File: src/rtl/shop_arbiter_pkg.sv
// shop_arbiter_pkg: shared state encoding, widths, level cap and default prices for the shop arbiter.
package shop_arbiter_pkg;
    typedef enum logic [1:0] {IDLE, ISSUE, WAIT, COMMIT} state_t;
    localparam int COST_W = 12;
    localparam int LVL_W = 2;
    localparam logic [LVL_W-1:0] MAX_LEVEL = 2'd3;
    localparam logic [COST_W-1:0] BASE_COST0_DEF = 12'd10;
    localparam logic [COST_W-1:0] BASE_COST1_DEF = 12'd50;
    localparam logic [COST_W-1:0] BASE_COST2_DEF = 12'd200;
    localparam logic [COST_W-1:0] BASE_COST3_DEF = 12'd500;

    // Price doubles per level; overflow past the cost width is simply dropped.
    function automatic logic [COST_W-1:0] scaled_cost(input logic [COST_W-1:0] base, input logic [LVL_W-1:0] lvl);
        return base << lvl;
    endfunction
endpackage

File: src/rtl/rr_select_4.sv
// rr_select_4: round-robin pick of one pending requester out of four, searching upward from rrPtr.
module rr_select_4 (
    input  logic [3:0] pending,
    input  logic [1:0] rrPtr,
    output logic       grantValid,
    output logic [1:0] grantIdx
);
    logic [3:0] rot;
    logic [1:0] off;
    always_comb begin
        rot = 4'({pending, pending} >> rrPtr);
        off = rot[0] ? 2'd0 : rot[1] ? 2'd1 : rot[2] ? 2'd2 : 2'd3;
        grantValid = |pending;
        grantIdx = rrPtr + off;
    end
endmodule

File: src/rtl/shop_arbiter.sv
// shop_arbiter: round-robin upgrade-purchase arbiter that prices items by level and talks to a wallet.
module shop_arbiter
    import shop_arbiter_pkg::*;
#(
    parameter int                NUM_ITEMS    = 4,
    parameter logic [COST_W-1:0] BASE_COST0   = BASE_COST0_DEF,
    parameter logic [COST_W-1:0] BASE_COST1   = BASE_COST1_DEF,
    parameter logic [COST_W-1:0] BASE_COST2   = BASE_COST2_DEF,
    parameter logic [COST_W-1:0] BASE_COST3   = BASE_COST3_DEF,
    parameter int                RESP_TIMEOUT = 8
) (
    input  logic                   clk,
    input  logic                   rst,
    input  logic [NUM_ITEMS-1:0]   req,
    input  logic                   buySucc,
    output logic                   purchase,
    output logic [COST_W-1:0]      unitCost,
    output logic [1:0]             itemSel,
    output logic [2*NUM_ITEMS-1:0] levels,
    output logic                   busy,
    output logic                   buyOk,
    output logic                   buyFail
);
    localparam logic [COST_W-1:0] BASE [4] = '{BASE_COST0, BASE_COST1, BASE_COST2, BASE_COST3};
    localparam logic [7:0] TO_LAST = 8'(RESP_TIMEOUT - 1);

    state_t state;
    logic [3:0] pending, clr;
    logic [1:0] rr_ptr, grant_idx;
    logic grant_valid;
    logic [7:0] cnt;
    logic [LVL_W-1:0] grant_lvl, sel_lvl;

    rr_select_4 u_rr (
        .pending    (pending),
        .rrPtr      (rr_ptr),
        .grantValid (grant_valid),
        .grantIdx   (grant_idx)
    );

    always_comb begin
        grant_lvl = levels[{grant_idx, 1'b0} +: LVL_W];
        sel_lvl = levels[{itemSel, 1'b0} +: LVL_W];
        clr = (state == IDLE && grant_valid) ? 4'b0001 << grant_idx : 4'b0000;
    end

    assign busy = state != IDLE;

    always_ff @(posedge clk) begin
        if (rst) begin
            state <= IDLE;
            pending <= '0;
            rr_ptr <= '0;
            levels <= '0;
            cnt <= '0;
            purchase <= 1'b0;
            buyOk <= 1'b0;
            buyFail <= 1'b0;
            itemSel <= '0;
            unitCost <= '0;
        end else begin
            purchase <= 1'b0;
            buyOk <= 1'b0;
            buyFail <= 1'b0;
            // A fresh request on the bit being granted keeps it pending.
            pending <= (pending & ~clr) | req;
            case (state)
                IDLE: if (grant_valid) begin
                    rr_ptr <= grant_idx + 2'd1;
                    if (grant_lvl == MAX_LEVEL) buyFail <= 1'b1;
                    else begin
                        state <= ISSUE;
                        itemSel <= grant_idx;
                        unitCost <= scaled_cost(BASE[grant_idx], grant_lvl);
                        purchase <= 1'b1;
                    end
                end
                ISSUE: begin
                    state <= WAIT;
                    cnt <= '0;
                end
                WAIT: if (buySucc) state <= COMMIT;
                else if (cnt == TO_LAST) begin
                    state <= IDLE;
                    buyFail <= 1'b1;
                    itemSel <= '0;
                    unitCost <= '0;
                    cnt <= '0;
                end else cnt <= cnt + 8'd1;
                COMMIT: begin
                    levels[{itemSel, 1'b0} +: LVL_W] <= (sel_lvl == MAX_LEVEL) ? sel_lvl : sel_lvl + 2'd1;
                    buyOk <= 1'b1;
                    state <= IDLE;
                    itemSel <= '0;
                    unitCost <= '0;
                end
            endcase
        end
    end
endmodule

File: config.mk
export PLATFORM = sky130hd
export DESIGN_NAME = shop_arbiter
export DESIGN_NICKNAME = d
export VERILOG_FILES = /design/src/rtl/shop_arbiter_pkg.sv /design/src/rtl/rr_select_4.sv /design/src/rtl/shop_arbiter.sv
export SDC_FILE = /design/constraint.sdc
export NUM_CORES = 1
export LEC_CHECK = 0
export ABC_AREA = 0
export CAP_MARGIN = 20
export CORE_MARGIN = 4
export CORE_UTILIZATION = 54
export DETAILED_ROUTE_END_ITERATION = 7
export PLACE_DENSITY = 0.9
export SYNTH_ARGS = -nofsm -noshare
export SYNTH_HDL_FRONTEND = slang
export SYNTH_SLANG_ARGS = --single-unit
File: constraint.sdc
create_clock -name clk -period 3.5 [get_ports clk]
set_input_delay 0.875 -clock clk [delete_from_list [all_inputs] [get_ports clk]]
set_output_delay 0.875 -clock clk [all_outputs]
set_load 0.02 [all_outputs]
After elaboration in Yosys (flattened, before gate mapping)
Index checks and enable logic that the tools add are counted.
Widths: inputs -> output; s select.
{ "word_totals": {"regBits": 41, "latchBits": 0, "ramBits": 0, "rom_bits": 0, "input_bits": 7, "mem_count": 0} }
{ "op_classes": {"addsub": 5, "multipliers": 0, "div_mod_pow": 0, "order_cmp": 1, "eq_ne": 11, "shifts": 7, "n_mux": 33, "bitwise": 6, "reduce_logical": 11} }
{ "op_table": {"columns": ["cell", "count"], "rows": [
  ["$mux 12", 6],
  ["$pmux 12 s3", 1],
  ["$bmux 12 s2", 1],
  ["$mux 2", 10],
  ["$mux 8", 2],
  ["$pmux 8 s2", 1],
  ["$shiftx 8x4->2", 2],
  ["$shl 12x2->12", 1],
  ["$add 8x1->8 const B", 1],
  ["$bwmux 8", 1],
  ["$eq 2x2->1 const B", 4],
  ["$eq 8x3->1 const B", 1],
  ["$ne 2x2->1 const B", 4],
  ["$pmux 2 s4", 1],
  ["$shift 2x5->8 const A", 1],
  ["$shiftx 2x5->8", 1],
  ["$shr 8x2->3", 1],
  ["$mux 1", 7],
  ["$pmux 2 s3", 1],
  ["$neg 3->5", 1],
  ["$reduce_and 5->1", 1],
  ["$add 2x1->2 const B", 2],
  ["$and 4x4->4", 1],
  ["$mux 4", 1],
  ["other kinds (18)", 21]
]} }

Depth between registers and ports, before layout
Gate-level depths: netlist of run 1.
{ "logic_depth": {"word_depth": 13, "ltp_mapped": 15, "ltp_nobuf": 14} }

By module
From an unflattened synthesis of run 1, not the netlist that was laid out.
{ "unflattened": {"cells_unflattened": 286, "area_unflattened_um2": 2382.3} }
{ "by_module_without_submodules": {"columns": ["mod", "instances", "cells_each", "area_per_inst_um2"], "rows": [
  ["shop_arbiter", 1, 263, 2209.6],
  ["rr_select_4", 1, 23, 172.7]
]} }

Worst setup path before layout of run 1
No wires, ideal clock.
{ "synth_timing": {"path_type": "register to register", "from": "register pending[3]", "to": "register unitCost[2]", "setup_ns": 0.071, "arrival_time_ns": 2.786, "setup_slack_ns": 0.644, "path_stages_with_launch": 14, "path_buffers": 1, "cell_sequence": "dfxtp_1 > and3b_1 > o21ai_0 > o211ai_1 > ha_1 > nor2_1 > a31oi_4 > nand2_2 > buf_2 > ha_1 > nand2_1 > o2bb2ai_1 > or4_1 > a21oi_1"} }
{ "synth_via": {"elab_chain_len": 13, "elab_cells_between_ends": 19} }
{ "synth_rtl": {"columns": ["item", "line", "source"], "rows": [
  ["start, declared", "shop_arbiter.sv:28", "logic [3:0] pending, clr;"],
  ["start signal, assigned", "shop_arbiter.sv:66", "pending <= (pending & ~clr) | req;"],
  ["$shr 8x2->3", "rr_select_4.sv:11", "rot = 4'({pending, pending} >> rrPtr);"],
  ["$mux 1", "rr_select_4.sv:12", "off = rot[0] ? 2'd0 : rot[1] ? 2'd1 : rot[2] ? 2'd2 : 2'd3;"],
  ["$mux 2 (2 in series)", "rr_select_4.sv:12", null],
  ["$add 2x2->2", "rr_select_4.sv:14", "grantIdx = rrPtr + off;"],
  ["$not 2->3 (implied by the code)", "shop_arbiter.sv:74", "unitCost <= scaled_cost(BASE[grant_idx], grant_lvl);"],
  ["$bmux 12 s2", "shop_arbiter.sv:74", null],
  ["$mux 12 (implied by the code) (2 in series)", "shop_arbiter.sv:74", null],
  ["$shl 12x2->12", "shop_arbiter_pkg.sv:14", "return base << lvl;"],
  ["$mux 12", "shop_arbiter.sv:70", "if (grant_lvl == MAX_LEVEL) buyFail <= 1'b1;"],
  ["$mux 12", "shop_arbiter.sv:68", "IDLE: if (grant_valid) begin"],
  ["$pmux 12 s3", "shop_arbiter.sv:67", "case (state)"],
  ["end signal, assigned", "shop_arbiter.sv:74", null],
  ["end, declared", "shop_arbiter.sv:17", "output logic [COST_W-1:0] unitCost,"]
]} }
Several ways; a longest one is shown, not always the timed one. The select of a mux whose other input is x is not followed.
A chain may end at the register's enable or synchronous reset.

Worst setup path in the final report of run 1
{ "layout_timing": {"from": "register pending[1]", "to": "register unitCost[2]"} }
Same word-level chain as after synthesis.

==> summary.md, run 1 <==
| Metric | Value |
|---|---|
| Slew at the pin closest to its max-slew limit | 673.9 ps |
| Maximum clock frequency | 315.8 MHz |
| Fraction of the yosys area taken by sequential cells | 0.3413 |
| Peak ir drop on the vdd network | 436.0 uV |
| Routability congestion estimate from global placement | 0.9121 |
| Required time worst endpoint | 3710 ps |
| Antenna violations before repair | 0 |
| Clk pin slew, worst setup/hold paths | 80 ps |
| Yosys Warn Count | 0 |
| Reg power frac | 0.309 |
| Synthesized flop and latch total | 40 |
| Total count of hold-check failures in the final report | 0 |
| Number of search-and-repair iterations in the first detailed-routing pass | 4 |
| Aggregate negative setup slack | 0 ps |
| Number of violations of the max-capacitance limit | 0 |
| Critical register-to-register path endpoint | unitCost[2]$_SDFFE_PP0P_ |
| Count of buffers added by post-CTS timing repair for setup | 0 |
| Mapped Avg Cell Area | 8.689 um^2 |
| Worst rel slew slack | 0.5493 |
| Total routing usage reported by global routing | 0.2204 |
| Number of enable-type register cells in the synthesized netlist | 0 |
| Share of the clock period used by the worst path after layout | 0.9047 |
| Routed wire per std cell | 16.45 um |
| Hold_ws | 460.3 ps |
| Critical-path maximum fanout | 14 |
| Clock tree root driver cell | sky130_fd_sc_hd__clkbuf_8 |
| Cell Pwr Density | 757.9 nW/um^2 |
| Netlist area before placement | 2346 um^2 |
| Via-per-instance ratio | 6.080 |
| Worst Path Class, Setup | flop to flop |
| Initial drt markers | 230 |
| Sum of routed wire length over all layers | 5740 um |
| Fill count | 346 |
| Final setup violation count | 0 |
| Clock skew after layout | 10.44 ps |
| Destination of the worst hold path | unitCost[11]$_SDFFE_PP0P_ |
| Fraction of layout instances using a drive strength above 1 | 0.08696 |
| Number of buffer cells added on primary ports | 31 |
| IO Pins | 33 |
| Element type at the critical path end | flop |
| Clock Path Buffers | 2 |
| Largest net degree at the start of global routing | 17 |
| Worst R2R Path Depth | 14 |
| Area after detailed placement | 2675 um^2 |
| Clock share of power | 0.152 |
| Level count of the clock H-tree | 2 |
| Worst-case register-to-register setup slack | 330 ps |
| Part of the power in combinational logic | 0.540 |
| Worst Setup Slack post-DPL | 241.2 ps |
| FF/Latch Area | 800.8 um^2 |
| R2r startpoint | pending[1]$_SDFF_PP0_ |
| Remaining antenna violation count | 0 |
| Power spent charging and discharging nets | 0.9293 mW |
| Net switching fraction of the power | 0.4431 |
| Net Count, Synth | 288 |
| Arrival time of data at the critical path endpoint | 3380 ps |
| Number of clock buffers inserted by TritonCTS | 5 |
| Horizontal die dimension | 73.91 um |
| Most instantiated flip-flop cell in the synthesis netlist | sky130_fd_sc_hd__dfxtp_1 |
| Residual overflow from global routing | 0 |
| Synth-to-Final Area Change | 17.97% |
| Clock insertion delay at the later pin of the skew report | 300 ps |
| Result of the run | finished, final reports clean |
| Gate count after technology mapping | 270 |
| Class of the tightest hold or removal check | flop to flop |
| Number of clock sinks seen by CTS | 40 |
| Setup repair after global routing missed its margin | no |
| Starting Density | 0.5741 |
| Vias post-DR | 2,122 |
| Post-route worst setup slack | 333.6 ps |
| Wire length of the first global-routing pass | 9335 um |
| Std-Cell Rows | 23 |
| Internal Pwr Total | 1.168 mW |
| Area of the multi-input gates | 1458 um^2 |
| Worst setup SP type | flop |
| Slew Limit Fails | 0 |
| Lkg Pwr | 0.9982 nW |
| Via count of the first global-routing pass | 1,965 |
| Number of distinct library cells after synthesis | 60 |
| Antenna Cells | 0 |
| Worst Hold Depth | 1 |
| Half-perimeter wire length after placement | 4102 um |
| DRC Markers | 0 |
| Final period demand of the worst path | 3166 ps |
| Hold Path Origin | unitCost[11]$_SDFFE_PP0P_ |
| Chip height | 73.91 um |
| Die Outline Area | 5463 um^2 |
| Number of nets in the layout | 316 |
| Final instance area | 2768 um^2 |
| CTS tree | built |
| Proportion of register bits with asynchronous set or reset after synthesis | 0 |
| Floorplan Core Area | 4086 um^2 |
==> placed cells by master (no fill, tap or decap), types with 4 or more instances in the layout <==
cell	count
sky130_fd_sc_hd__dfxtp_1	40
sky130_fd_sc_hd__nor2_1	38
sky130_fd_sc_hd__clkdlybuf4s50_1	31
sky130_fd_sc_hd__nand2_1	19
sky130_fd_sc_hd__a21oi_1	16
sky130_fd_sc_hd__a22oi_1	11
sky130_fd_sc_hd__nand3_1	10
sky130_fd_sc_hd__ha_1	10
sky130_fd_sc_hd__nor3_1	8
sky130_fd_sc_hd__o21ai_0	8
sky130_fd_sc_hd__inv_1	7
sky130_fd_sc_hd__nand2b_1	7
sky130_fd_sc_hd__clkbuf_8	6
sky130_fd_sc_hd__nor3b_1	5
sky130_fd_sc_hd__mux2i_1	5
sky130_fd_sc_hd__nor2b_1	4
sky130_fd_sc_hd__nor4b_1	4
==> synthesized netlist by cell type, types with 2 or more instances <==
master / n / share of area
sky130_fd_sc_hd__clkbuf_1: 7 / 0.011
sky130_fd_sc_hd__a22oi_1: 11 / 0.035
sky130_fd_sc_hd__inv_1: 7 / 0.011
sky130_fd_sc_hd__a311o_1: 2 / 0.0085
sky130_fd_sc_hd__nor2_1: 38 / 0.061
sky130_fd_sc_hd__a31oi_1: 3 / 0.0080
sky130_fd_sc_hd__and2_1: 3 / 0.0080
sky130_fd_sc_hd__mux2i_1: 5 / 0.021
sky130_fd_sc_hd__nand4b_1: 3 / 0.011
sky130_fd_sc_hd__a21o_1: 2 / 0.0064
sky130_fd_sc_hd__o2bb2ai_1: 2 / 0.0075
sky130_fd_sc_hd__a21oi_1: 16 / 0.034
sky130_fd_sc_hd__a211oi_1: 2 / 0.0064
sky130_fd_sc_hd__or4_1: 3 / 0.0096
sky130_fd_sc_hd__xnor2_1: 3 / 0.011
sky130_fd_sc_hd__nor4_1: 3 / 0.0080
sky130_fd_sc_hd__nand3_1: 10 / 0.021
sky130_fd_sc_hd__a32o_1: 3 / 0.013
sky130_fd_sc_hd__o211ai_1: 2 / 0.0064
sky130_fd_sc_hd__or3_1: 2 / 0.0053
sky130_fd_sc_hd__nand2_1: 19 / 0.030
sky130_fd_sc_hd__buf_2: 2 / 0.0043
sky130_fd_sc_hd__nor3_1: 8 / 0.017
sky130_fd_sc_hd__xor2_1: 2 / 0.0075
sky130_fd_sc_hd__o31ai_1: 2 / 0.0064
sky130_fd_sc_hd__o21ai_0: 8 / 0.017
sky130_fd_sc_hd__nor4b_1: 4 / 0.015
sky130_fd_sc_hd__nand2b_1: 7 / 0.019
sky130_fd_sc_hd__a22o_1: 2 / 0.0075
sky130_fd_sc_hd__nor3b_1: 5 / 0.016
sky130_fd_sc_hd__mux2_2: 2 / 0.0096
sky130_fd_sc_hd__mux4_2: 2 / 0.019
sky130_fd_sc_hd__ha_1: 11 / 0.059
sky130_fd_sc_hd__nor2b_1: 4 / 0.011
sky130_fd_sc_hd__dfxtp_1: 40 / 0.34
==> logic make-up after synthesis <==
| logic type | count (synthesis) | share of synthesized area |
|---|---|---|
| and+or+nand+nor | 116 | 0.2613 |
| AOI/OAI and AO/OA | 66 | 0.2176 |
| DFF | 40 | 0.3413 |
| buffers and inverters | 20 | 0.03840 |
| adders and majority gates | 11 | 0.05867 |
| muxes | 11 | 0.06240 |
| xor gates and xnor gates | 5 | 0.01867 |
| other | 1 | 0.001598 |
==> cell type report <==
type,instances,share of cell area
inverters,8,0.01130
flip-flops and latches,40,0.2893
repair buffers,33,0.1175
clock buffers,8,0.03255
well taps,50,0.02260
multi-input cells,210,0.5267
==> power groups by stage <==
stage                     logic [mW]  registers, mW  clock network (mW)
after floorplan                0.793          0.672                   0
after global placement          1.09          0.650                   0
after detailed placement        1.10          0.653                   0
after CTS                       1.11          0.645               0.324
after global routing            1.22          0.661               0.346
final                           1.13          0.648               0.318
==> routing by layer <==
metal  share of wire  vias up  global-route usage  wire, um
li1                -     1041                   -         -
met1            0.47      992              0.3045      2671
met2            0.47       78              0.3396      2671
met5               0        -                   0         0
met4           0.018        0             0.08652       105
met3           0.051       11             0.04104       291
==> per-stage QoR <==
stage	total power, mW	utilization	cells
2_1_floorplan	1.465	-	270
3_3_place_gp	1.735	0.6546	341
3_5_place_dp	1.757	0.6546	341
4_1_cts	2.082	0.6767	349
5_1_grt	2.225	0.6773	349
6_report	2.097	0.6773	349
==> how the worst max path moves through the flow <==
stage	start	end	slack (ps)	cells past startpoint
2_1_floorplan	pending[3]$_SDFF_PP0_	unitCost[2]$_SDFFE_PP0P_	640	13
3_3_place_gp	pending[3]$_SDFF_PP0_	unitCost[2]$_SDFFE_PP0P_	450	10
3_5_place_dp	pending[3]$_SDFF_PP0_	unitCost[2]$_SDFFE_PP0P_	240	10
4_1_cts	pending[3]$_SDFF_PP0_	unitCost[2]$_SDFFE_PP0P_	220	10
5_1_grt	pending[3]$_SDFF_PP0_	unitCost[2]$_SDFFE_PP0P_	60	10
6_report	pending[1]$_SDFF_PP0_	unitCost[2]$_SDFFE_PP0P_	330	14
==> critical path: stages (launching register included) <==
cell and delay [ps]:
sky130_fd_sc_hd__dfxtp_1 350, sky130_fd_sc_hd__inv_1 130, sky130_fd_sc_hd__nor3_1 190, sky130_fd_sc_hd__a31oi_1 60, sky130_fd_sc_hd__o211ai_1 220, sky130_fd_sc_hd__ha_2 280
sky130_fd_sc_hd__nand2b_1 80, sky130_fd_sc_hd__a21oi_2 150, sky130_fd_sc_hd__a31oi_4 80, sky130_fd_sc_hd__nand2_2 280, sky130_fd_sc_hd__ha_1 370, sky130_fd_sc_hd__nand2_1 90
sky130_fd_sc_hd__o2bb2ai_1 160, sky130_fd_sc_hd__or4_1 490, sky130_fd_sc_hd__a21oi_1 150
==> flip-flops by register name, summed over array words and instances (netlist names) <==
register and count:
buyFail 1, buyOk 1, cnt 8, itemSel 2, levels 8, pending 4, purchase 1, rr_ptr 2
state 2, unitCost 11
==> repair_timing <==
action / CTS / global route
hold buffers: 0 / 0
setup endpoints to repair: 0 / 3
gates resized for setup: 0 / 1
(Power assumes the default switching activity.)
==> run 2, diff against run 1 <==
Clock period 3.5 ns to 3.03 ns, I/O delays scaled along.
==> summary.md, run 2 (synthesis gave the netlist of run 1 again) <==
| Metric | Value |
|---|---|
| Aggregate negative setup slack | 0 ps (unchanged) |
| Slowest-stage cell, CP | sky130_fd_sc_hd__or4_1 |
| Routability congestion estimate from global placement | 1.006 (+10%) |
| Sum of routed wire length over all layers | 5870 um (+2.3%) |
| CP cell instances | and3b_1 > o21ai_0 > o211ai_1 > ha_2 > mux2_2 > nand2_1 > a311oi_4 > or4_1 > a21oi_1 |
| Residual overflow from global routing | 0 (unchanged) |
| Number of clock buffers inserted by TritonCTS | 5 (unchanged) |
| Required time worst endpoint | 3260 ps (-450 ps) |
| Vias post-DR | 2,235 (+5.3%) |
| Die Outline Area | 5463 um^2 (unchanged) |
| Post-layout utilization of the core | 0.6950 (+0.01776) |
| Floorplan Core Area | 4086 um^2 (unchanged) |
| Arrival time of data at the critical path endpoint | 3080 ps (-300 ps) |
| Largest registers in the final layout | unitCost x11, cnt x8, levels x8 |
| Lkg Pwr | 1.041 nW (+4.3%) |
| Total routing usage reported by global routing | 0.2337 (+0.01328) |
| Maximum cell stage delay along the critical path | 540 ps (+50 ps) |
| Number of buffer cells added on primary ports | 31 (unchanged) |
| Most flop-heavy register | unitCost |
| Clock insertion delay at the later pin of the skew report | 290 ps (about the same) |
| Critical path buffers and inverters | 0 (-1) |
| Number of violations of the max-capacitance limit | 0 (unchanged) |
| Remaining antenna violation count | 0 (unchanged) |
| Horizontal die dimension | 73.91 um (unchanged) |
| Final setup violation count | 0 (unchanged) |
| Wire length of the first global-routing pass | 10,020 um (+7.3%) |
| Cell type group with the largest total delay on the critical path | simple AND/OR/NAND/NOR gates |
| Cell depth of the worst setup path | 9 (-5) |
| Slew at the pin closest to its max-slew limit | 640.6 ps (-33.27 ps) |
| Number of search-and-repair iterations in the first detailed-routing pass | 4 (unchanged) |
| Clock tree root driver cell | sky130_fd_sc_hd__clkbuf_8 |
| IO Pins | 33 (unchanged) |
| Peak ir drop on the vdd network | 484.3 uV (+11%) |
| Number of buffers added to fix hold violations after cts | 0 (unchanged) |
| Routed wire per std cell | 16.40 um (-0.31%) |
| Element type at the critical path end | flop |
| Largest net degree at the start of global routing | 16 (-1) |
| Worst R2R Path Depth | 9 (-5) |
| Starting Density | 0.5741 (unchanged) |
| Worst setup SP type | flop |
| Slew Limit Fails | 0 (unchanged) |
| Worst-case register-to-register setup slack | 170 ps (-160 ps) |
| Setup repair after global routing missed its margin | no |
| Number of nets in the layout | 326 (+3.2%) |
| Class of the tightest hold or removal check | flop to flop |
| End point of the critical path | unitCost[2]$_SDFFE_PP0P_ |
| Antenna violations before repair | 0 (unchanged) |
| Total count of hold-check failures in the final report | 0 (unchanged) |
| Clock skew after layout | 8.161 ps (-2.275 ps) |
| Share of the clock period used by the worst path after layout | 0.9423 (+0.03766) |
| Fraction of layout instances using a drive strength above 1 | 0.1331 (+0.04616) |
| Cell Pwr Density | 880.0 nW/um^2 (+16%) |
| Worst rel slew slack | 0.5690 (+0.01965) |
| R2r startpoint | pending[3]$_SDFF_PP0_ |
| Clk pin slew, worst setup/hold paths | 80 ps (about the same) |
| Max reg flops | 11 (unchanged) |
| Fill count | 326 (-5.8%) |
| Final period demand of the worst path | 2855 ps (-311.1 ps) |
| Initial drt markers | 278 (+21%) |
| Maximum clock frequency | 350.2 MHz (+11%) |
| Result of the run | finished, final reports clean |
| Critical register-to-register path endpoint | unitCost[2]$_SDFFE_PP0P_ |
| Via count of the first global-routing pass | 2,116 (+7.7%) |
| CTS tree | built |
| Half-perimeter wire length after placement | 4242 um (+3.4%) |
| Std-Cell Rows | 23 (unchanged) |
| Level count of the clock H-tree | 2 (unchanged) |
| Clock Path Buffers | 2 (unchanged) |
| Number of clock sinks seen by CTS | 40 (unchanged) |
| Critical path startpoint | pending[3]$_SDFF_PP0_ |
| Critical-path maximum fanout | 13 (-1) |
| Worst Path Class, Setup | flop to flop |
| Synth-to-Final Area Change | 21.07% |
| Antenna Cells | 0 (unchanged) |
| Leading cell types in the layout, fill and taps excluded | sky130_fd_sc_hd__nor2_1 (38), sky130_fd_sc_hd__dfxtp_1 (38), sky130_fd_sc_hd__clkdlybuf4s50_1 (31) |
| Chip height | 73.91 um (unchanged) |
| DRC Markers | 0 (unchanged) |
| Via-per-instance ratio | 6.243 (+2.7%) |
[run 2: cell types whose count changed in the layout (fill, tap and decap cells not counted), sizes merged]
cell	before	now
clkinv	1	2
buf	2	12
clkbuf	8	6
[run 2: per-stage QoR]
stage / cells / hold slack [ps] / cell area [um^2] / power (mW) / setup WS, ps
finish: 358 / 459.1 / 2840 / 2.499 / 174.7
global route: 358 / 498.4 / 2840 / 2.662 / 21.71
CTS: 357 / 466.3 / 2820 / 2.459 / 16.56
detailed placement: 350 / 446.1 / 2743 / 2.121 / 49.88
global placement: 350 / 453.0 / 2743 / 2.098 / 153.7
floorplan: 270 / 471.3 / 2346 / 1.693 / 173.9
[run 2: what timing repair did]
| item | 4_1_cts | 5_1_grt |
|---|---|---|
| setup endpoints to repair | 0 | 11 |
| buffers inserted | 0 | 1 |
| gates resized for setup | 0 | 7 |
[run 2: how the worst min path moves through the flow]
stage,startpoint,endpoint,slack (ps),depth (start not counted)
floorplan,cnt[7]$_SDFFE_PP0P_,cnt[7]$_SDFFE_PP0P_,470,2
global placement,unitCost[11]$_SDFFE_PP0P_,unitCost[11]$_SDFFE_PP0P_,450,1
detailed placement,unitCost[11]$_SDFFE_PP0P_,unitCost[11]$_SDFFE_PP0P_,450,1
CTS,unitCost[11]$_SDFFE_PP0P_,unitCost[11]$_SDFFE_PP0P_,470,1
global route,unitCost[4]$_SDFFE_PP0P_,unitCost[4]$_SDFFE_PP0P_,500,1
finish,unitCost[11]$_SDFFE_PP0P_,unitCost[11]$_SDFFE_PP0P_,460,1
[run 2: report_power, final]
group / total [mW] / switching, mW / internal (mW)
combinational: 1.42 / 0.794 / 0.627
clock: 0.332 / 0.175 / 0.156
sequential: 0.747 / 0.124 / 0.623
[run 2: layout make-up]
type                            count  area (um^2)  area share
Multi-Input combinational cell    210         1465      0.5159
Sequential cell                    40        803.3      0.2828
Timing Repair Buffer               43        400.4      0.1410
Clock buffer                        6        72.57     0.02555
Tap cell                           50        62.56     0.02203
Inverter                            8        31.28     0.01101
Clock inverter                      1        5.005    0.001762
[run 2: routing by layer]
layer / share of wire / vias to the layer above / track usage / wire length [um]
li1: - / 1062 / - / -
met1: 0.43 / 1060 / 0.3119 / 2508
met2: 0.48 / 101 / 0.3602 / 2834
met3: 0.071 / 12 / 0.05198 / 419
met4: 0.018 / 0 / 0.1046 / 108
met5: 0 / - / 0 / 0
==> run 3, diff against run 2 <==
Settings changed: SLEW_MARGIN set to 40.
==> results of run 3 <==
The final DEF is identical to that of run 2; final timing and power are the same.
